File: src/rtl/or1200_enc_arbiter_pkg.sv
// Shared encodings for the encryption-engine arbiter: FSM states, modes, owners.
package or1200_enc_arbiter_pkg;

  typedef enum logic [1:0] {
    StIdle    = 2'd0,
    StStart   = 2'd1,
    StWait    = 2'd2,
    StUnstall = 2'd3
  } enc_state_e;

  localparam logic EncModeDec = 1'b0;
  localparam logic EncModeEnc = 1'b1;

  localparam logic OwnIc = 1'b0;
  localparam logic OwnDc = 1'b1;

  localparam int unsigned GrantW = 2;

  // Owner code to the one-hot {dc,ic} grant vector.
  function automatic logic [GrantW-1:0] owner_onehot(input logic owner);
    return (owner == OwnDc) ? 2'b10 : 2'b01;
  endfunction

endpackage

File: src/rtl/or1200_enc_arbiter_if.sv
// Request/engine/status bundle between the cache sides, the engine and the arbiter.
interface or1200_enc_arbiter_if
  import or1200_enc_arbiter_pkg::*;
#(
  parameter int unsigned AW = 32
);
  logic              ic_req_i;
  logic [AW-1:0]     ic_addr_i;
  logic              dc_req_i;
  logic [AW-1:0]     dc_addr_i;
  logic              dc_we_i;
  logic              ic_unstall_o;
  logic              dc_unstall_o;
  logic              enc_start_o;
  logic [AW-1:0]     enc_addr_o;
  logic              enc_mode_o;
  logic              enc_done_i;
  logic              enc_abort_o;
  logic [GrantW-1:0] grant_o;
  logic              err_o;
  logic              err_src_o;
  logic              err_clr_i;

  // Arbiter side.
  modport slave (
    input  ic_req_i, ic_addr_i, dc_req_i, dc_addr_i, dc_we_i, enc_done_i, err_clr_i,
    output ic_unstall_o, dc_unstall_o, enc_start_o, enc_addr_o, enc_mode_o, enc_abort_o,
    output grant_o, err_o, err_src_o
  );

  // Requesters, engine and error-status consumer.
  modport master (
    output ic_req_i, ic_addr_i, dc_req_i, dc_addr_i, dc_we_i, enc_done_i, err_clr_i,
    input  ic_unstall_o, dc_unstall_o, enc_start_o, enc_addr_o, enc_mode_o, enc_abort_o,
    input  grant_o, err_o, err_src_o
  );
endinterface

File: src/rtl/or1200_enc_wdt.sv
// Engine watchdog: clearable, enabled, saturating counter with a registered expiry flag.
module or1200_enc_wdt #(
  parameter int unsigned   TW      = 8,
  parameter logic [TW-1:0] TIMEOUT = 8'd200
) (
  input  logic clk,
  input  logic rst,
  input  logic clr_i,
  input  logic en_i,
  output logic expired_o
);
  localparam logic [TW-1:0] ExpVal = TIMEOUT - 1'b1;

  logic [TW-1:0] cnt_q, cnt_d;
  logic          expired_q;

  // Next count: clear dominates, increment only while enabled and below all-ones.
  always_comb begin
    cnt_d = cnt_q;
    if (clr_i) begin
      cnt_d = '0;
    end else if (en_i && (cnt_q != {TW{1'b1}})) begin
      cnt_d = cnt_q + 1'b1;
    end
  end

  // Expiry is compared on the next count so the flag lines up with the count it describes.
  always_ff @(posedge clk) begin
    if (rst) begin
      cnt_q     <= '0;
      expired_q <= 1'b0;
    end else begin
      cnt_q     <= cnt_d;
      expired_q <= (cnt_d == ExpVal);
    end
  end

  assign expired_o = expired_q;

endmodule

File: src/rtl/or1200_enc_arbiter.sv
// Round-robin arbiter sharing one line-encryption engine between the IC and DC paths.
module or1200_enc_arbiter
  import or1200_enc_arbiter_pkg::*;
#(
  parameter int unsigned   AW      = 32,
  parameter int unsigned   TW      = 8,
  parameter logic [TW-1:0] TIMEOUT = 8'd200
) (
  input logic                 clk,
  input logic                 rst,
  or1200_enc_arbiter_if.slave bus
);

  enc_state_e        state_q, state_d;
  logic              owner_q, owner_d;
  logic              last_q, last_d;
  logic [GrantW-1:0] grant_q, grant_d;
  logic [AW-1:0]     addr_q, addr_d;
  logic              mode_q, mode_d;
  logic              err_q, err_d;
  logic              err_src_q, err_src_d;

  logic pick_dc;
  logic enc_start, enc_abort, ic_unstall, dc_unstall;
  logic wdt_clr, wdt_en, wdt_expired;

  or1200_enc_wdt #(
    .TW      (TW),
    .TIMEOUT (TIMEOUT)
  ) u_wdt (
    .clk       (clk),
    .rst       (rst),
    .clr_i     (wdt_clr),
    .en_i      (wdt_en),
    .expired_o (wdt_expired)
  );

  // Next-state, latches and one-cycle pulses for the arbitration FSM.
  always_comb begin
    state_d    = state_q;
    owner_d    = owner_q;
    last_d     = last_q;
    grant_d    = grant_q;
    addr_d     = addr_q;
    mode_d     = mode_q;
    err_d      = err_q;
    err_src_d  = err_src_q;
    pick_dc    = 1'b0;
    enc_start  = 1'b0;
    enc_abort  = 1'b0;
    ic_unstall = 1'b0;
    dc_unstall = 1'b0;
    wdt_clr    = 1'b0;
    wdt_en     = 1'b0;

    // Clear first so a timeout later in this block overrides it.
    if (bus.err_clr_i) begin
      err_d = 1'b0;
    end

    unique case (state_q)
      StIdle: begin
        if (bus.ic_req_i || bus.dc_req_i) begin
          // On a tie the side not served last wins.
          pick_dc = bus.dc_req_i && (!bus.ic_req_i || (last_q == OwnIc));
          owner_d = pick_dc ? OwnDc : OwnIc;
          addr_d  = pick_dc ? bus.dc_addr_i : bus.ic_addr_i;
          mode_d  = (pick_dc && bus.dc_we_i) ? EncModeEnc : EncModeDec;
          grant_d = owner_onehot(owner_d);
          state_d = StStart;
        end
      end
      StStart: begin
        enc_start = 1'b1;
        wdt_clr   = 1'b1;
        state_d   = StWait;
      end
      StWait: begin
        wdt_en = 1'b1;
        if (bus.enc_done_i) begin
          state_d = StUnstall;
        end else if (wdt_expired) begin
          // Release the requester anyway so a hung engine cannot deadlock a cache.
          enc_abort = 1'b1;
          err_d     = 1'b1;
          err_src_d = owner_q;
          state_d   = StUnstall;
        end
      end
      StUnstall: begin
        ic_unstall = (owner_q == OwnIc);
        dc_unstall = (owner_q == OwnDc);
        last_d     = owner_q;
        grant_d    = '0;
        state_d    = StIdle;
      end
      default: state_d = StIdle;
    endcase
  end

  // State and datapath registers; reset drops any transaction without signalling.
  always_ff @(posedge clk) begin
    if (rst) begin
      state_q   <= StIdle;
      owner_q   <= OwnIc;
      last_q    <= OwnDc;
      grant_q   <= '0;
      addr_q    <= '0;
      mode_q    <= EncModeDec;
      err_q     <= 1'b0;
      err_src_q <= OwnIc;
    end else begin
      state_q   <= state_d;
      owner_q   <= owner_d;
      last_q    <= last_d;
      grant_q   <= grant_d;
      addr_q    <= addr_d;
      mode_q    <= mode_d;
      err_q     <= err_d;
      err_src_q <= err_src_d;
    end
  end

  assign bus.enc_start_o  = enc_start;
  assign bus.enc_abort_o  = enc_abort;
  assign bus.ic_unstall_o = ic_unstall;
  assign bus.dc_unstall_o = dc_unstall;
  assign bus.grant_o      = grant_q;
  assign bus.enc_addr_o   = addr_q;
  assign bus.enc_mode_o   = mode_q;
  assign bus.err_o        = err_q;
  assign bus.err_src_o    = err_src_q;

endmodule

File: src/flat_wrapper.sv
// flat-port wrapper written by rule: the top's interface ports become plain ports
module or1200_enc_arbiter_flat import or1200_enc_arbiter_pkg::*;
#(
  parameter int unsigned   AW      = 32,
  parameter int unsigned   TW      = 8,
  parameter logic [TW-1:0] TIMEOUT = 8'd200
)
  (clk, rst, bus_ic_req_i, bus_ic_addr_i, bus_dc_req_i, bus_dc_addr_i, bus_dc_we_i, bus_enc_done_i, bus_err_clr_i, bus_ic_unstall_o, bus_dc_unstall_o, bus_enc_start_o, bus_enc_addr_o, bus_enc_mode_o, bus_enc_abort_o, bus_grant_o, bus_err_o, bus_err_src_o);
  or1200_enc_arbiter_if #(.AW(AW)) bus_i ();
  input logic clk;
  input logic rst;
  input wire logic [$bits(bus_i.ic_req_i)-1:0] bus_ic_req_i;
  input wire logic [$bits(bus_i.ic_addr_i)-1:0] bus_ic_addr_i;
  input wire logic [$bits(bus_i.dc_req_i)-1:0] bus_dc_req_i;
  input wire logic [$bits(bus_i.dc_addr_i)-1:0] bus_dc_addr_i;
  input wire logic [$bits(bus_i.dc_we_i)-1:0] bus_dc_we_i;
  input wire logic [$bits(bus_i.enc_done_i)-1:0] bus_enc_done_i;
  input wire logic [$bits(bus_i.err_clr_i)-1:0] bus_err_clr_i;
  output wire logic [$bits(bus_i.ic_unstall_o)-1:0] bus_ic_unstall_o;
  output wire logic [$bits(bus_i.dc_unstall_o)-1:0] bus_dc_unstall_o;
  output wire logic [$bits(bus_i.enc_start_o)-1:0] bus_enc_start_o;
  output wire logic [$bits(bus_i.enc_addr_o)-1:0] bus_enc_addr_o;
  output wire logic [$bits(bus_i.enc_mode_o)-1:0] bus_enc_mode_o;
  output wire logic [$bits(bus_i.enc_abort_o)-1:0] bus_enc_abort_o;
  output wire logic [$bits(bus_i.grant_o)-1:0] bus_grant_o;
  output wire logic [$bits(bus_i.err_o)-1:0] bus_err_o;
  output wire logic [$bits(bus_i.err_src_o)-1:0] bus_err_src_o;
  assign bus_i.ic_req_i = bus_ic_req_i;
  assign bus_i.ic_addr_i = bus_ic_addr_i;
  assign bus_i.dc_req_i = bus_dc_req_i;
  assign bus_i.dc_addr_i = bus_dc_addr_i;
  assign bus_i.dc_we_i = bus_dc_we_i;
  assign bus_i.enc_done_i = bus_enc_done_i;
  assign bus_i.err_clr_i = bus_err_clr_i;
  assign bus_ic_unstall_o = bus_i.ic_unstall_o;
  assign bus_dc_unstall_o = bus_i.dc_unstall_o;
  assign bus_enc_start_o = bus_i.enc_start_o;
  assign bus_enc_addr_o = bus_i.enc_addr_o;
  assign bus_enc_mode_o = bus_i.enc_mode_o;
  assign bus_enc_abort_o = bus_i.enc_abort_o;
  assign bus_grant_o = bus_i.grant_o;
  assign bus_err_o = bus_i.err_o;
  assign bus_err_src_o = bus_i.err_src_o;
  or1200_enc_arbiter #(.AW(AW), .TW(TW), .TIMEOUT(TIMEOUT)) u_core (.clk(clk), .rst(rst), .bus(bus_i));
endmodule
File: config.mk
export PLATFORM = sky130hd
export DESIGN_NAME = or1200_enc_arbiter_flat
export DESIGN_NICKNAME = d
export VERILOG_FILES = /design/src/rtl/or1200_enc_arbiter_pkg.sv /design/src/rtl/or1200_enc_arbiter_if.sv /design/src/rtl/or1200_enc_wdt.sv /design/src/rtl/or1200_enc_arbiter.sv /design/src/flat_wrapper.sv
export SDC_FILE = /design/constraint.sdc
export NUM_CORES = 1
export LEC_CHECK = 0
export BUFFER_PORTS_ARGS = -buffer_cell sky130_fd_sc_hd__buf_2
export CORE_ASPECT_RATIO = 0.6
export CORE_MARGIN = 2
export CORE_UTILIZATION = 51
export DETAILED_ROUTE_END_ITERATION = 16
export PLACE_DENSITY_LB_ADDON = 0.1
export SYNTH_ARGS = -nofsm -noshare
export SYNTH_HDL_FRONTEND = slang
export SYNTH_HIERARCHICAL = 1
export SYNTH_SLANG_ARGS = --single-unit
export TNS_END_PERCENT = 10
File: constraint.sdc
create_clock -name clk -period 3 [get_ports clk]
set_input_delay 0.3 -clock clk [delete_from_list [all_inputs] [get_ports clk]]
set_output_delay 0.3 -clock clk [all_outputs]
set_load 0.03 [all_outputs]
==> key figures <==
Run status
  – Status: completed

Min path
  – Hold crit path type: primary input to flip-flop

Setup path
  – Required @ worst endpoint: 3.20 ns
  – Slowest CP cell: dfxtp_1
  – Maximum fanout along the worst path: 8
  – CP Class: flip-flop to flip-flop
  – CP max stage delay: 0.35 ns
  – CP Launch Type: flip-flop
  – Critical Path Sink Type: flip-flop
  – WP data arrival: 2.13 ns
  – Cells along the critical path: inv_1 > ha_1 > nand3_1 > a311oi_1 > o311ai_1 > a2111oi_2

Cells and area
  – ANT cells: 0
  – Area Overhead vs Synth: 23.6%
  – Final non-filler cell total: 450
  – Share of cells above drive strength 1: about two fifths
  – Nets: 462
  – Final instance area: between 3000 and 4000 µm²

Timing
  – Tcrit/Tclk final: 64.2%
  – Setup TNS: 0 ns
  – Final min period: 1.93 ns
  – # setup viols final: 0
  – Pins over their slew limit: 0
  – Peak Freq: 519 MHz
  – RSZ-0062 raised after global routing: no
  – Setup WS post-layout: 1.07 ns
  – Clk_skew: 0.00388 ns
  – Slew Limit Headroom: a little over a third
  – Worst hold slack: 0.240 ns
  – Final hold vios: 0
  – Worst Max-Slew Pin Slew: 0.964 ns

Clocking
  – # resized after CTS: 0
  – Root buffer cell: clkbuf_8
  – Clock Tree Buf Depth: 2
  – H-tree Lvls: 2
  – Setup bufs post-CTS: 0
  – Cts-stage hold buffer count: 0
  – Clk sink count: 50
  – CTS Buf Count: 5
  – CTS tree: done
  – Reg clk slew, reported paths: 0.09 ns
  – Clk_lat worst skew: 0.29 ns

Floorplan
  – Core area: 4710 µm²
  – DIE HEIGHT: just under 60 µm
  – Die area: roughly 5600 µm²
  – Die width: 95.5 µm
  – Row count: 19
  – Ports: 112
  – Starting density of the core: 54.4%

Power
  – Lkg Pwr: 0.00145 µW
  – PD cells: 912 nW/µm²
  – Max VDD drop: 0.512 mV

Logic synthesis
  – Synthesized flop and latch total: 50
  – Cells after synthesis: 287
  – Yosys warns: 6
  – Largest cells by area after synthesis: dfxtp_1, a211oi_2, a21oi_1, nor2_1, nand2_1
  – Asr flop ratio synth: 0%
  – Seq/Total Area, Yosys: between 30% and 40%
  – Top-count cell post-synth: dfxtp_1
  – Dominant cell type by area after synthesis: dfxtp_1
  – Synth cell types: 54
  – Mapped cell area: ~2600 µm²
  – Number of synthesized flops with an enable pin: 0
  – Post-synth top cells: dfxtp_1, nor2_1, a21oi_1
  – Syn Nets: roughly 360
  – Post-synth top flop: dfxtp_1
  – Mean Syn Cell Area: 8.93 µm²
  – Post-synth top area share: roughly 39%

Run
  – Max-cap violations: 0

Detailed routing
  – DRC Markers: 0
  – DR vias: 2486
  – Routed Wire Length: between 7 and 8 mm
  – Via density: 5.52
  – DR WL/cell: 15.7 µm
  – ANT nets after route: 0
  – Iter 0 DRT Violations: 125
  – DRT Pass-1 Iters: 4

Placement
  – PortBufs: 111
  – Dpl cell area: 3060 µm²
  – DP Wirelength: 5.14 mm
  – Placed insts: 442
  – Place WS: 1.11 ns
  – GPL Wtd Cong: 0.894

Global route
  – First-pass GRT wire length: 11.0 mm
  – Grt total ovfl: 0
  – Largest net degree at the start of global routing: 36
  – GRT Util Overall: around 25%
  – Vias in the first global route: 2267
  – Antenna violations before repair: 0
[power by group]
part           internal [µW]  switching [µW]  leakage (µW)
clock network            250             213     0.0000524
registers                848             113      0.000412
logic                    481             984      0.000988
total                   1580            1310       0.00145
[state kept, by name, indices dropped and copies added (netlist names)]
signal and flops:
u_core/bus.enc_addr_o 32, u_core/u_wdt/cnt_q 8, u_core/bus.grant_o 2, u_core/state_q 2, u_core/bus.enc_mode_o 1, u_core/bus.err_o 1, u_core/bus.err_src_o 1, u_core/last_q 1
u_core/owner_q 1, u_core/u_wdt/expired_o 1
[through the flow]
step | power (µW) | util, %
2_1_floorplan | 2120 | -
3_3_place_gp | 2390 | 65.0
3_5_place_dp | 2440 | 65.0
4_1_cts | 2900 | 67.3
5_1_grt | 3060 | 67.3
6_report | 2890 | 67.3
[layout by cell type, fill, tap and decap left out, types with 3 or more instances in the layout]
cell type and n:
buf_2 111, dfxtp_1 50, nor2_1 44, a21oi_1 37
nand2_1 34, a211oi_2 27, inv_1 6, a211oi_1 6
clkbuf_8 5, ha_1 5, nand3_1 4, buf_4 3
xor2_1 3, nor3_1 3
[critical path, delay by kind of cell, from the launching register on]
| family | cells | cell delay [ns] |
|---|---|---|
| adders and majority gates | 1 | 0.33 |
| and+or+nand+nor | 1 | 0.25 |
| DFF | 1 | 0.35 |
| buffers and inverters | 1 | 0.08 |
| AOI/OAI and AO/OA | 3 | 0.83 |
[kinds of logic (layout without fill, tap and decap cells)]
family	count (synthesis)	in the layout	synth area share (%)
adder cells (fa/ha/maj)	5	5	2.44
AND/OR/NAND/NOR	105	105	19.0
buffers and inverters	28	128	7.08
AO/OA/AOI/OAI	94	94	30.6
multiplexers	2	2	0.781
XOR/XNOR	3	3	1.03
flip-flops	50	50	39.1
[path summary, 6_finish.rpt]
kind	startpoint	to	slack (ns)	cells after the start
min	bus_ic_addr_i[2]	u_core/bus.enc_addr_o[2]	0.24	3
max reg2reg	u_core/state_q[0]	u_core/u_wdt/expired_o	1.07	6
min reg2reg	u_core/bus.err_o	u_core/bus.err_o	0.48	2
max	u_core/state_q[0]	u_core/u_wdt/expired_o	1.07	6
[final cells by class]
cell class                      instances  area, µm²
Clock inverter                          1       30.0
Fill cell                             421       1540
Tap cell                               63       78.8
Sequential cell                        50       1000
Inverter                                6       22.5
Clock buffer                            7       76.3
Timing Repair Buffer                  114        578
Multi-Input combinational cell        209       1380
[routing by layer]
| metal | global-route usage [%] | wire length, µm |
|---|---|---|
| met2 | 39.6 | 3010 |
| met1 | 36.1 | 3290 |
| met5 | 0 | 0 |
| met3 | 6.91 | 736 |
| met4 | 4.08 | 40 |
Note: power is estimated with default switching activity, not from simulation.
